==> src/rtl/serial_word_deframer_if.sv <==
// Word-stream port of the serial deframer: one assembled word per transfer,
// tagged with frame boundary flags, moved by a valid/ready handshake.
interface serial_word_deframer_if #(
  parameter int WIDTH = 8
);
  logic             out_valid;
  logic             out_ready;
  logic [WIDTH-1:0] out_data;
  logic             frame_start;
  logic             frame_end;

  // Producer side: the deframer drives the word and its flags.
  modport master (
    output out_valid,
    output out_data,
    output frame_start,
    output frame_end,
    input  out_ready
  );

  // Consumer side: the word-level datapath accepts words.
  modport slave (
    input  out_valid,
    input  out_data,
    input  frame_start,
    input  frame_end,
    output out_ready
  );
endinterface

==> src/rtl/serial_word_deframer.sv <==
// Serial word deframer.
// Watches a qualified serial bit stream for a sync pattern, then slices the
// following FRAME_WORDS * WIDTH bits into words and hands each one to the
// consumer through a one-deep output register with valid/ready handshake.
// A word that completes while the previous one is still waiting is dropped
// and latched in the sticky overrun flag.
module serial_word_deframer #(
  parameter int               WIDTH       = 8,
  parameter logic [WIDTH-1:0] SYNC_WORD   = WIDTH'(8'hA5),
  parameter int               FRAME_WORDS = 4,
  parameter bit               MSB_FIRST   = 1'b1
) (
  input  logic                   clock,
  input  logic                   sclr,
  input  logic                   bit_valid,
  input  logic                   serial_in,
  serial_word_deframer_if.master words,
  output logic                   locked,
  output logic                   overrun
);

  // Counter widths. fill_cnt must be able to hold WIDTH itself (saturation).
  localparam int FILL_W = $clog2(WIDTH + 1);
  localparam int BIT_W  = (WIDTH > 1) ? $clog2(WIDTH) : 1;
  localparam int WORD_W = (FRAME_WORDS > 1) ? $clog2(FRAME_WORDS) : 1;

  localparam logic [FILL_W-1:0] FILL_MAX  = FILL_W'(WIDTH);
  localparam logic [FILL_W-1:0] FILL_LOCK = FILL_W'(WIDTH - 1);
  localparam logic [BIT_W-1:0]  BIT_LAST  = BIT_W'(WIDTH - 1);
  localparam logic [WORD_W-1:0] WORD_LAST = WORD_W'(FRAME_WORDS - 1);

  typedef enum logic {
    HUNT    = 1'b0,
    COLLECT = 1'b1
  } state_t;

  state_t            state_reg;
  logic [WIDTH-1:0]  window_reg;
  logic [WIDTH-1:0]  win_next;
  logic [FILL_W-1:0] fill_cnt_reg;
  logic [BIT_W-1:0]  bit_cnt_reg;
  logic [WORD_W-1:0] word_cnt_reg;
  logic              locked_reg;

  logic              out_valid_reg;
  logic [WIDTH-1:0]  out_data_reg;
  logic              frame_start_reg;
  logic              frame_end_reg;
  logic              overrun_reg;

  logic              sync_hit;
  logic              word_done;
  logic              last_word;

  // Window shift: each accepted bit enters at the end the first bit leaves
  // from, so after WIDTH bits the first received bit sits at the MSB
  // (MSB_FIRST) or at the LSB (LSB first).
  genvar gi;
  generate
    for (gi = 0; gi < WIDTH; gi++) begin : g_win
      if (MSB_FIRST) begin : g_msb
        if (gi == 0) begin : g_in
          assign win_next[gi] = serial_in;
        end else begin : g_sh
          assign win_next[gi] = window_reg[gi-1];
        end
      end else begin : g_lsb
        if (gi == WIDTH - 1) begin : g_in
          assign win_next[gi] = serial_in;
        end else begin : g_sh
          assign win_next[gi] = window_reg[gi+1];
        end
      end
    end
  endgenerate

  // A match only counts once WIDTH real bits have been accepted, so reset
  // zeros (or leftovers of the previous frame) can never fake a lock.
  assign sync_hit  = bit_valid && (state_reg == HUNT) &&
                     (win_next == SYNC_WORD) && (fill_cnt_reg >= FILL_LOCK);
  assign word_done = bit_valid && (state_reg == COLLECT) && (bit_cnt_reg == BIT_LAST);
  assign last_word = (word_cnt_reg == WORD_LAST);

  // Framing FSM: hunt for sync, then count bits and words of the payload.
  always_ff @(posedge clock) begin
    if (sclr) begin
      state_reg    <= HUNT;
      window_reg   <= '0;
      fill_cnt_reg <= '0;
      bit_cnt_reg  <= '0;
      word_cnt_reg <= '0;
      locked_reg   <= 1'b0;
    end else if (bit_valid) begin
      window_reg <= win_next;
      case (state_reg)
        HUNT: begin
          if (fill_cnt_reg != FILL_MAX) begin
            fill_cnt_reg <= fill_cnt_reg + 1'b1;
          end
          if (sync_hit) begin
            state_reg    <= COLLECT;
            bit_cnt_reg  <= '0;
            word_cnt_reg <= '0;
            locked_reg   <= 1'b1;
          end
        end
        COLLECT: begin
          if (word_done) begin
            bit_cnt_reg <= '0;
            if (last_word) begin
              // Frame finished: demand a complete fresh sync word next.
              state_reg    <= HUNT;
              fill_cnt_reg <= '0;
              word_cnt_reg <= '0;
              locked_reg   <= 1'b0;
            end else begin
              word_cnt_reg <= word_cnt_reg + 1'b1;
            end
          end else begin
            bit_cnt_reg <= bit_cnt_reg + 1'b1;
          end
        end
        default: begin
          state_reg  <= HUNT;
          locked_reg <= 1'b0;
        end
      endcase
    end
  end

  // Output register: load a completed word when the slot is free or being
  // emptied this cycle; otherwise keep the held word and flag the drop.
  always_ff @(posedge clock) begin
    if (sclr) begin
      out_valid_reg   <= 1'b0;
      out_data_reg    <= '0;
      frame_start_reg <= 1'b0;
      frame_end_reg   <= 1'b0;
      overrun_reg     <= 1'b0;
    end else if (word_done) begin
      if (!out_valid_reg || words.out_ready) begin
        out_valid_reg   <= 1'b1;
        out_data_reg    <= win_next;
        frame_start_reg <= (word_cnt_reg == '0);
        frame_end_reg   <= last_word;
      end else begin
        overrun_reg <= 1'b1;
      end
    end else if (out_valid_reg && words.out_ready) begin
      out_valid_reg <= 1'b0;
    end
  end

  assign words.out_valid   = out_valid_reg;
  assign words.out_data    = out_data_reg;
  assign words.frame_start = frame_start_reg;
  assign words.frame_end   = frame_end_reg;
  assign locked            = locked_reg;
  assign overrun           = overrun_reg;

endmodule

==> src/flat_wrapper.sv <==
// flat-port wrapper written by rule: the top's interface ports become plain ports
module serial_word_deframer_flat 
#(
  parameter int               WIDTH       = 8,
  parameter logic [WIDTH-1:0] SYNC_WORD   = WIDTH'(8'hA5),
  parameter int               FRAME_WORDS = 4,
  parameter bit               MSB_FIRST   = 1'b1
)
  (clock, sclr, bit_valid, serial_in, locked, overrun, words_out_valid, words_out_data, words_frame_start, words_frame_end, words_out_ready);
  serial_word_deframer_if #(.WIDTH(WIDTH)) words_i ();
  input  logic clock;
  input  logic sclr;
  input  logic bit_valid;
  input  logic serial_in;
  output logic locked;
  output logic overrun;
  output wire logic [$bits(words_i.out_valid)-1:0] words_out_valid;
  output wire logic [$bits(words_i.out_data)-1:0] words_out_data;
  output wire logic [$bits(words_i.frame_start)-1:0] words_frame_start;
  output wire logic [$bits(words_i.frame_end)-1:0] words_frame_end;
  input wire logic [$bits(words_i.out_ready)-1:0] words_out_ready;
  assign words_out_valid = words_i.out_valid;
  assign words_out_data = words_i.out_data;
  assign words_frame_start = words_i.frame_start;
  assign words_frame_end = words_i.frame_end;
  assign words_i.out_ready = words_out_ready;
  serial_word_deframer #(.WIDTH(WIDTH), .SYNC_WORD(SYNC_WORD), .FRAME_WORDS(FRAME_WORDS), .MSB_FIRST(MSB_FIRST)) u_core (.clock(clock), .sclr(sclr), .bit_valid(bit_valid), .serial_in(serial_in), .words(words_i), .locked(locked), .overrun(overrun));
endmodule
==> config.mk <==
export PLATFORM = sky130hd
export DESIGN_NAME = serial_word_deframer_flat
export DESIGN_NICKNAME = d
export VERILOG_FILES = /design/src/rtl/serial_word_deframer_if.sv /design/src/rtl/serial_word_deframer.sv /design/src/flat_wrapper.sv
export SDC_FILE = /design/constraint.sdc
export NUM_CORES = 1
export LEC_CHECK = 0
export BUFFER_PORTS_ARGS = -buffer_cell sky130_fd_sc_hd__clkbuf_2
export CAP_MARGIN = 10
export CORE_MARGIN = 2
export CORE_UTILIZATION = 40
export DETAILED_ROUTE_END_ITERATION = 8
export PLACE_DENSITY_LB_ADDON = 0.25
export SETUP_SLACK_MARGIN = 0.05
export SLEW_MARGIN = 30
export SYNTH_ARGS = -nofsm -noshare
export SYNTH_HDL_FRONTEND = slang
export SYNTH_SLANG_ARGS = --single-unit
==> constraint.sdc <==
create_clock -name clock -period 2.4 [get_ports clock]
set_clock_uncertainty 0.2 [all_clocks]
set_input_delay 0.24 -clock clock [delete_from_list [all_inputs] [get_ports clock]]
set_output_delay 0.24 -clock clock [all_outputs]
set_load 0.005 [all_outputs]
==> results of run 1 <==
[worst min path at each step]
| stage | startpoint | end | slack (ns) | cells past startpoint |
|---|---|---|---|---|
| finish | words_out_ready | u_core.overrun$_SDFFE_PP0P_ | 0.18 | 4 |
| global route | words_out_ready | u_core.overrun$_SDFFE_PP0P_ | 0.22 | 4 |
| CTS | words_out_ready | u_core.overrun$_SDFFE_PP0P_ | 0.16 | 4 |
| detailed placement | u_core.locked$_SDFFE_PP0P_ | u_core.locked$_SDFFE_PP0P_ | 0.26 | 2 |
| global placement | u_core.bit_cnt_reg[2]$_SDFFE_PP0P_ | u_core.bit_cnt_reg[2]$_SDFFE_PP0P_ | 0.25 | 2 |
| floorplan | serial_in | u_core.window_reg[0]$_SDFFE_PP0P_ | 0.19 | 2 |
[metrics by stage]
stage	util [%]	setup WS [ns]
2_1_floorplan	-	0.460
3_3_place_gp	46.4	0.439
3_5_place_dp	46.4	0.404
4_1_cts	48.7	0.383
5_1_grt	48.7	0.352
6_report	48.7	0.381
[final cells by class]
type	instances	area [um2]
Fill cell	320	1590
Timing Repair Buffer	19	103
Multi-Input combinational cell	104	669
Clock buffer	7	55.1
Tap cell	44	55.1
Sequential cell	30	601
Clock inverter	1	5.00
Inverter	6	22.5
[what timing repair did]
item,in CTS,in global routing
endpoints found under the hold margin,1,0
endpoints found under the setup margin,0,0
hold buffers,1,0
resized for setup,0,0
[placed cells by master (no fill, tap or decap), types with 2 or more instances in the layout]
cell type / instances
dfxtp_1: 30
nor2_1: 8
nand3b_1: 2
ha_1: 6
nand3_1: 16
clkbuf_2: 17
nand2_1: 11
clkbuf_4: 5
o41ai_2: 2
nor2b_1: 3
a21oi_1: 19
o21ai_0: 13
mux2i_1: 11
nand2b_1: 2
inv_1: 6
[worst max-delay path, cell delays in order, from the launching register on]
cell	delay, ns
dfxtp_1	0.35
or4b_4	0.57
or4_4	0.54
a41o_1	0.25
[routing by layer]
layer | GRT usage [%] | part of all wire, % | up-vias
met5 | 0 | 0 | -
li1 | - | - | 558
met1 | 20.2 | 45 | 544
met2 | 27.2 | 48 | 20
met3 | 5.88 | 4.4 | 5
met4 | 8.21 | 1.7 | 0
[power by group through the flow]
stage / Combinational (uW) / Clock (uW) / Sequential, uW
2_1_floorplan: 25.8 / 0 / 517
3_3_place_gp: 34.4 / 0 / 519
3_5_place_dp: 36.0 / 0 / 519
4_1_cts: 37.3 / 317 / 507
5_1_grt: 41.2 / 336 / 508
6_report: 37.6 / 309 / 507
[cell families (layout without fill, tap and decap cells)]
group,after synthesis,count (layout)
and+or+nand+nor,51,51
buffers and inverters,15,33
muxes,11,11
adders and majority gates,6,6
AOI/OAI and AO/OA,36,36
DFF,30,30
==> results_dict.tcl, run 1 <==
set metrics [dict create \
    outcome "completed" \
    final_area_mm2 0.00151 \
    postCtsSetupRepairBufs 0 \
    period_needed_ns 2.02 \
    synth_commonest_cells "dfxtp_1, a21oi_1, nand3_1" \
    synthAdderAreaFrac_pct 5.66 \
    cts_buffers 5 \
    gr-total-overflow 0 \
    synth_flop_cell "dfxtp_1" \
    drc 0 \
    final_antenna_net_count 0 \
    routedWlPerCell_um 13.6 \
    die_x_um 61.6 \
    crit_path_start_kind "register" \
    rr_endpoint "u_core.bit_cnt_reg[1]$_SDFFE_PP0P_" \
    period_share_pct 84.1 \
    cts_buffer_depth 2 \
    slew_headroom_pct 61.2 \
    switchingPower_uw 196 \
    first_iter_violations 48 \
    ctsHtreeMaxLevel 2 \
    maxCapViolations 0 \
    power_switching_share_pct 23.0 \
    syn_avg_cell_area_um2 8.90 \
    yosysSeqAreaShare_pct 45.3 \
    grt_use_total_pct 16.9 \
    required_ns 2.43 \
    peakVddDrop_mv 0.300 \
    synth-simple-area-share_pct 20.7 \
    placed_cells 202 \
    ys_types 26 \
    end_kind "register" \
    drive_gt1_share_pct 17.4 \
    finalNonFillerCells 211 \
    cts_tree "yes" \
    synth.mux.area_fraction_pct 8.30 \
    die_h_um 61.6 \
    avgViaCountPerCell 5.34 \
    maxSlewViolCount 0 \
    crit_start "u_core.window_reg[2]$_SDFFE_PP0P_" \
    worst_pin_slew_ns 0.582 \
    io_pins 18 \
    synth_xor_area_share_pct 0 \
    path_max_fanout 4 \
    worst_hold_slack_ns 0.176 \
    clkPwrFrac_pct 36.2 \
    layout.nets 177 \
    p_per_area_mw_per_mm2 565 \
    clkSinkCount 30 \
    drt_first_pass_iters 4 \
    synth_compound_area_share_pct 15.8 \
    grt_max_degree 26 \
    synth_top_family_by_area "simple AND/OR/NAND/NOR gates" \
    num_vias 1127 \
    rsz0062_at_grt "no" \
    yosysWarnings 0 \
    rr_startpoint "u_core.window_reg[2]$_SDFFE_PP0P_" \
    wirelength_um 2860 \
    synthesis.area_mm2 0.00133 \
    antenna_cells 0 \
    ys_ff_latch 30 \
    cp-endpoint "u_core.bit_cnt_reg[1]$_SDFFE_PP0P_" \
    place_area_mm2 0.00144 \
    cp.arrival_ns 2.05 \
    finalWeightedCongestion 0.803 \
    grt_pass1_wl_um 4570 \
    timing_hold_violations_final 0 \
    fmax_mhz 495 \
    synth.top_cell.area_share_pct 45.3 \
    setup_violations 0 \
    worst-r2r-setup-slack_ns 0.38 \
    pwr-share-seq_pct 59.4 \
    num_rows 20 \
    root_buffer "clkbuf_4" \
    start_util_pct 42.7 \
    die_area_mm2 0.00379 \
    port_buffers 17 \
    synthToLayoutAreaGrowth_pct 13.9 \
    finalPower_uw 854 \
    synth-edff-count 0 \
    reg2reg_depth 3 \
    place_hpwl_um 2020 \
    p_int_uw 658 \
    largest_reg_flops 8 \
    antenna_found_initial 0 \
    grt_pass1_vias 994 \
    yosysMostFrequentCell "dfxtp_1" \
    tns_ns 0 \
    hold_path.class "input pin to register" \
    crit_type "register to register" \
    synth_area_leader_cell "dfxtp_1" \
    insertion_delay_ns 0.33 \
    coreArea_mm2 0.00310 \
    synthCells 149 \
    syn_nets 160 \
    comb_power_share_pct 4.4 \
    synthArstFlopShare_pct 0 \
    clkTransAtPathRegs_ns 0.09 \
    synthTopCellsByArea "dfxtp_1, mux2i_1, a21oi_1, nand3_1, ha_1" \
    cellLeakagePower_uw 0.000598 \
]
Note: power is estimated with default switching activity, not from simulation.
==> run 2: changes to the inputs <==
clock period = 2.1 ns   (was 2.4 ns; I/O delays follow)
==> run 2 against run 1 <==
  * Maximum frequency up 0.81%
  * Global-route usage down 0.80 points
  * Sequential share of layout area down 0.099 points
  * Worst setup slack worse by 0.28 ns
  * Clock-buffer cell count down 1
  * First-iteration DRC count up 21%
  * Critical path depth unchanged
  * Via count about the same
==> results_dict.tcl, run 2 (synthesis results as in run 1) <==
set metrics [dict create \
    place_area_mm2 0.00144 \
    avgViaCountPerCell 5.35 \
    largest_reg_flops 8 \
    outcome "completed" \
    grt_use_total_pct 16.1 \
    crit_type "register to register" \
    maxCapViolations 0 \
    die_x_um 61.6 \
    port_buffers 17 \
    mostFrequentLayoutCells "dfxtp_1, a21oi_1, clkbuf_2" \
    worst-r2r-setup-slack_ns 0.1 \
    slowest_delay_ns 0.57 \
    gr-total-overflow 0 \
    required_ns 2.14 \
    ctsHtreeMaxLevel 2 \
    reg2reg_depth 3 \
    slew_headroom_pct 61.1 \
    first_iter_violations 58 \
    insertion_delay_ns 0.33 \
    path_max_fanout 4 \
    worst_hold_slack_ns 0.144 \
    num_vias 1128 \
    drc 0 \
    cellLeakagePower_uw 0.000597 \
    maxSlewViolCount 0 \
    timing_hold_violations_final 0 \
    rr_startpoint "u_core.window_reg[2]$_SDFFE_PP0P_" \
    synthToLayoutAreaGrowth_pct 14.2 \
    layout.nets 177 \
    antenna_found_initial 0 \
    grt_pass1_vias 994 \
    start_util_pct 42.7 \
    finalWeightedCongestion 0.750 \
    p_per_area_mw_per_mm2 653 \
    die_area_mm2 0.00379 \
    place_hpwl_um 2040 \
    peakVddDrop_mv 0.372 \
    routedWlPerCell_um 12.9 \
    crit_start "u_core.window_reg[2]$_SDFFE_PP0P_" \
    crit_path_start_kind "register" \
    grt_max_degree 26 \
    hold_path.class "input pin to register" \
    drive_gt1_share_pct 18.0 \
    period_needed_ns 2.00 \
    grt_pass1_wl_um 4450 \
    worstPathCellList "or4b_4 > or4_4 > a41o_1" \
    root_buffer "clkbuf_4" \
    die_h_um 61.6 \
    rr_endpoint "u_core.bit_cnt_reg[1]$_SDFFE_PP0P_" \
    cts_tree "yes" \
    drt_first_pass_iters 4 \
    end_kind "register" \
    clkTransAtPathRegs_ns 0.10 \
    cts_hold_buf 1 \
    nFillCells 325 \
    final_antenna_net_count 0 \
    rsz0062_at_grt "no" \
    fmax_mhz 499 \
    post-route-util_pct 48.8 \
    final_area_mm2 0.00151 \
    tns_ns 0 \
    cp-endpoint "u_core.bit_cnt_reg[1]$_SDFFE_PP0P_" \
    num_rows 20 \
    setup_violations 0 \
    io_pins 18 \
    postCtsSetupRepairBufs 0 \
    clkSinkCount 30 \
    cts_resized 0 \
    layout_commonest_cell "dfxtp_1" \
    antenna_cells 0 \
    wirelength_um 2730 \
    crit_path_top_delay_cell "or4b_4" \
    cts_buffer_depth 2 \
    worst_pin_slew_ns 0.582 \
    cp.arrival_ns 2.04 \
    period_share_pct 95.4 \
    cts_buffers 5 \
    coreArea_mm2 0.00310 \
]
## run 2: changes by cell type in the layout (fill, tap and decap cells not counted), sizes merged
| cell | change |
|---|---|
| clkinvlp | +1 |
| clkbuf | -1 |
## run 2: power by group
| part | switching [uW] | internal, uW |
|---|---|---|
| Sequential | 5.83 | 574 |
| Combinational | 26.1 | 15.8 |
| Clock | 207 | 161 |
| Total | 239 | 750 |
## run 2: per-layer routing
metal / track usage (%) / vias to the layer above / routed length [um]
met5: 0 / - / 0
met1: 19.8 / 538 / 1220
met4: 8.21 / 0 / 53
met2: 25.9 / 21 / 1360
met3: 4.41 / 7 / 91
li1: - / 562 / -
## run 2: how the worst min path moves through the flow
stage                                  startpoint                                 end  slack [ns]  cells after the start
6_report                          words_out_ready         u_core.overrun$_SDFFE_PP0P_        0.14                      4
5_1_grt                           words_out_ready         u_core.overrun$_SDFFE_PP0P_        0.15                      4
4_1_cts                           words_out_ready         u_core.overrun$_SDFFE_PP0P_        0.14                      4
3_5_place_dp   u_core.bit_cnt_reg[2]$_SDFFE_PP0P_  u_core.bit_cnt_reg[2]$_SDFFE_PP0P_        0.26                      2
3_3_place_gp   u_core.bit_cnt_reg[2]$_SDFFE_PP0P_  u_core.bit_cnt_reg[2]$_SDFFE_PP0P_        0.25                      2
2_1_floorplan                           serial_in   u_core.window_reg[0]$_SDFFE_PP0P_        0.16                      2
## run 2: worst max-delay path: cells and delay by family (launching register included)
| family | cells | cell delay [ns] |
|---|---|---|
| simple gates | 2 | 1.12 |
| flops | 1 | 0.35 |
| compound gates | 1 | 0.24 |
## run 2: area by class of cell
cell class,count,area (um2),share of cell area (%)
sequential,30,601,39.7
inverter,6,22.5,1.49
multi-input combinational,104,669,44.2
tap,44,55.1,3.64
timing repair buffer,19,103,6.78
clock inverter,2,12.5,0.826
clock buffer,6,51.3,3.39
## run 2: through the flow
step | cells | setup slack (ns) | total power [uW]
floorplan | 149 | 0.160 | 621
global placement | 202 | 0.140 | 632
detailed placement | 202 | 0.115 | 634
CTS | 211 | 0.0944 | 1000
global route | 211 | 0.0566 | 1040
finish | 211 | 0.0971 | 989
==> run 3: changes to the inputs <==
BUFFER_PORTS_ARGS = not set   (was -buffer_cell sky130_fd_sc_hd__clkbuf_2)
DONT_BUFFER_PORTS = 1   (was not set)
RECOVER_POWER = 25   (was not set)
==> run 3 against run 2 <==
  * The flow now finishes with violations (negative hold slack)
  * Worst setup slack about the same
  * Combinational power decreased by 6.0%
  * First-iteration DRC count decreased by 38%
  * Die area unchanged
  * Sequential cell count unchanged
  * Global-route usage increased by 1.3 points
  * Largest cell class unchanged
  * Largest power group unchanged
==> results_dict.tcl, run 3 (synthesis results as in run 1) <==
set metrics [dict create \
    outcome "complete, but fails checks" \
    violations "negative hold slack" \
    multi_input_area_um2 674 \
    fmax_mhz 499 \
    first_iter_violations 36 \
    required_ns 2.13 \
    seq_area_um2 601 \
    largest_reg_flops 8 \
    top_layer "met4" \
    cts_tree "yes" \
    synthToLayoutAreaGrowth_pct 10.7 \
    layout_commonest_cell "dfxtp_1" \
    maxSlewViolCount 0 \
    cellLeakagePower_uw 0.000540 \
    mostFrequentLayoutCells "dfxtp_1, a21oi_1, nand3_1" \
    die_x_um 61.6 \
    crit_path_top_delay_cell "or4b_4" \
    critPathBufInv 0 \
    maxCapViolations 0 \
    drc 0 \
    avgViaCountPerCell 5.49 \
    rr_startpoint "u_core.window_reg[2]$_SDFFE_PP0P_" \
    rsz0062_at_grt "no" \
    rr_endpoint "u_core.bit_cnt_reg[1]$_SDFFE_PP0P_" \
    io_pins 18 \
    timing_hold_violations_final 1 \
    ctsHtreeMaxLevel 2 \
    hold_path.class "input pin to register" \
    worstPathCellList "or4b_4 > or4_4 > a41o_1" \
    p_per_area_mw_per_mm2 726 \
    met2_length_um 1380 \
    coreArea_mm2 0.00310 \
    die_h_um 61.6 \
    slew_headroom_pct 41.3 \
    end_kind "register" \
    final_antenna_net_count 0 \
    period_needed_ns 2.00 \
    slowest_delay_ns 0.57 \
    cts_buffers 5 \
    crit_path_start_kind "register" \
    grt_pass1_vias 1065 \
    clkSinkCount 30 \
    wirelength_um 2800 \
    root_buffer "clkbuf_4" \
    insertion_delay_ns 0.33 \
    finalWeightedCongestion 0.799 \
    peakVddDrop_mv 0.430 \
    reg2reg_depth 3 \
    hold_path_depth 2 \
    num_vias 1076 \
    drt_first_pass_iters 4 \
    start_util_pct 42.7 \
    layout.nets 162 \
    die_area_mm2 0.00379 \
    tns_ns 0 \
    antenna_cells 0 \
    cts_buffer_depth 2 \
    routedWlPerCell_um 14.3 \
    period_share_pct 95.4 \
    gr-total-overflow 0 \
    cp.arrival_ns 2.03 \
    worst_pin_slew_ns 0.877 \
    grt_pass1_wl_um 4800 \
    antenna_found_initial 0 \
    cp_top_family "simple AND/OR/NAND/NOR gates" \
    setup_violations 0 \
    worst_hold_slack_ns -0.0207 \
    place_hpwl_um 1990 \
    path_max_fanout 4 \
    hold_start "bit_valid" \
    worst-r2r-setup-slack_ns 0.1 \
    finalPower_uw 1070 \
    hold-path-endpoint "u_core.words.out_valid$_SDFFE_PP0P_" \
    drt-met1-wl_um 1220 \
    crit_type "register to register" \
    nFillCells 328 \
    drive_gt1_share_pct 9.21 \
    num_rows 20 \
    met3_length_um 163 \
    clkTransAtPathRegs_ns 0.09 \
    port_buffers 0 \
    grt_use_total_pct 17.5 \
    grt_max_degree 26 \
]
-- run 3: per-layer routing --
layer  up-vias  GRT usage, %
met5         -             0
met4         0          5.47
met3         5          7.56
met2        19          28.6
met1       522          20.7
li1        530             -
-- run 3: cell type report --
type                    instances  share of cell area, %
multi-input cells             104                   46.0
flip-flops and latches         30                   40.9
well taps                      44                   3.75
clock inverters                 3                   2.73
clock buffers                   5                   2.56
repair buffers                  4                   2.56
inverters                       6                   1.53
-- run 3: how the worst max path moves through the flow --
stage / cells after the start / start / end / slack (ns)
5_1_grt: 3 / u_core.window_reg[2]$_SDFFE_PP0P_ / u_core.bit_cnt_reg[1]$_SDFFE_PP0P_ / 0.05
4_1_cts: 3 / u_core.window_reg[2]$_SDFFE_PP0P_ / u_core.bit_cnt_reg[1]$_SDFFE_PP0P_ / 0.09
3_3_place_gp: 3 / u_core.window_reg[2]$_SDFFE_PP0P_ / u_core.bit_cnt_reg[1]$_SDFFE_PP0P_ / 0.13
2_1_floorplan: 3 / u_core.window_reg[2]$_SDFFE_PP0P_ / u_core.bit_cnt_reg[1]$_SDFFE_PP0P_ / 0.16
3_5_place_dp: 3 / u_core.window_reg[2]$_SDFFE_PP0P_ / u_core.bit_cnt_reg[1]$_SDFFE_PP0P_ / 0.10
6_report: 3 / u_core.window_reg[2]$_SDFFE_PP0P_ / u_core.bit_cnt_reg[1]$_SDFFE_PP0P_ / 0.1
-- run 3: worst reg2reg max path, cell delays in order, from the launching register on --
cell	delay [ns]
dfxtp_1	0.35
or4b_4	0.57
or4_4	0.54
a41o_1	0.25
-- run 3: through the flow --
stage	instance area [um2]	std cells	setup slack [ns]	hold WS (ns)	util, %
detailed placement	1360	185	0.103	0.0861	43.7
global route	1470	196	0.0548	0.0131	47.3
global placement	1360	185	0.133	0.0823	43.7
floorplan	1330	149	0.160	0.158	-
finish	1470	196	0.0975	-0.0207	47.3
CTS	1460	196	0.0906	0.0193	47.1
-- run 3: repair_timing --
| item | CTS | global route |
|---|---|---|
| hold buffers | 3 | 0 |
| endpoints found under the setup margin | 0 | 1 |
| gates resized for setup | 0 | 1 |
| hold endpoints to repair | 30 | 0 |
| setup buffers | 0 | 0 |
-- run 3: where the power goes --
group          switching [uW]  internal (uW)
Clock                     199            246
Combinational            24.7           14.7
Sequential               5.93            574
Total                     230            835
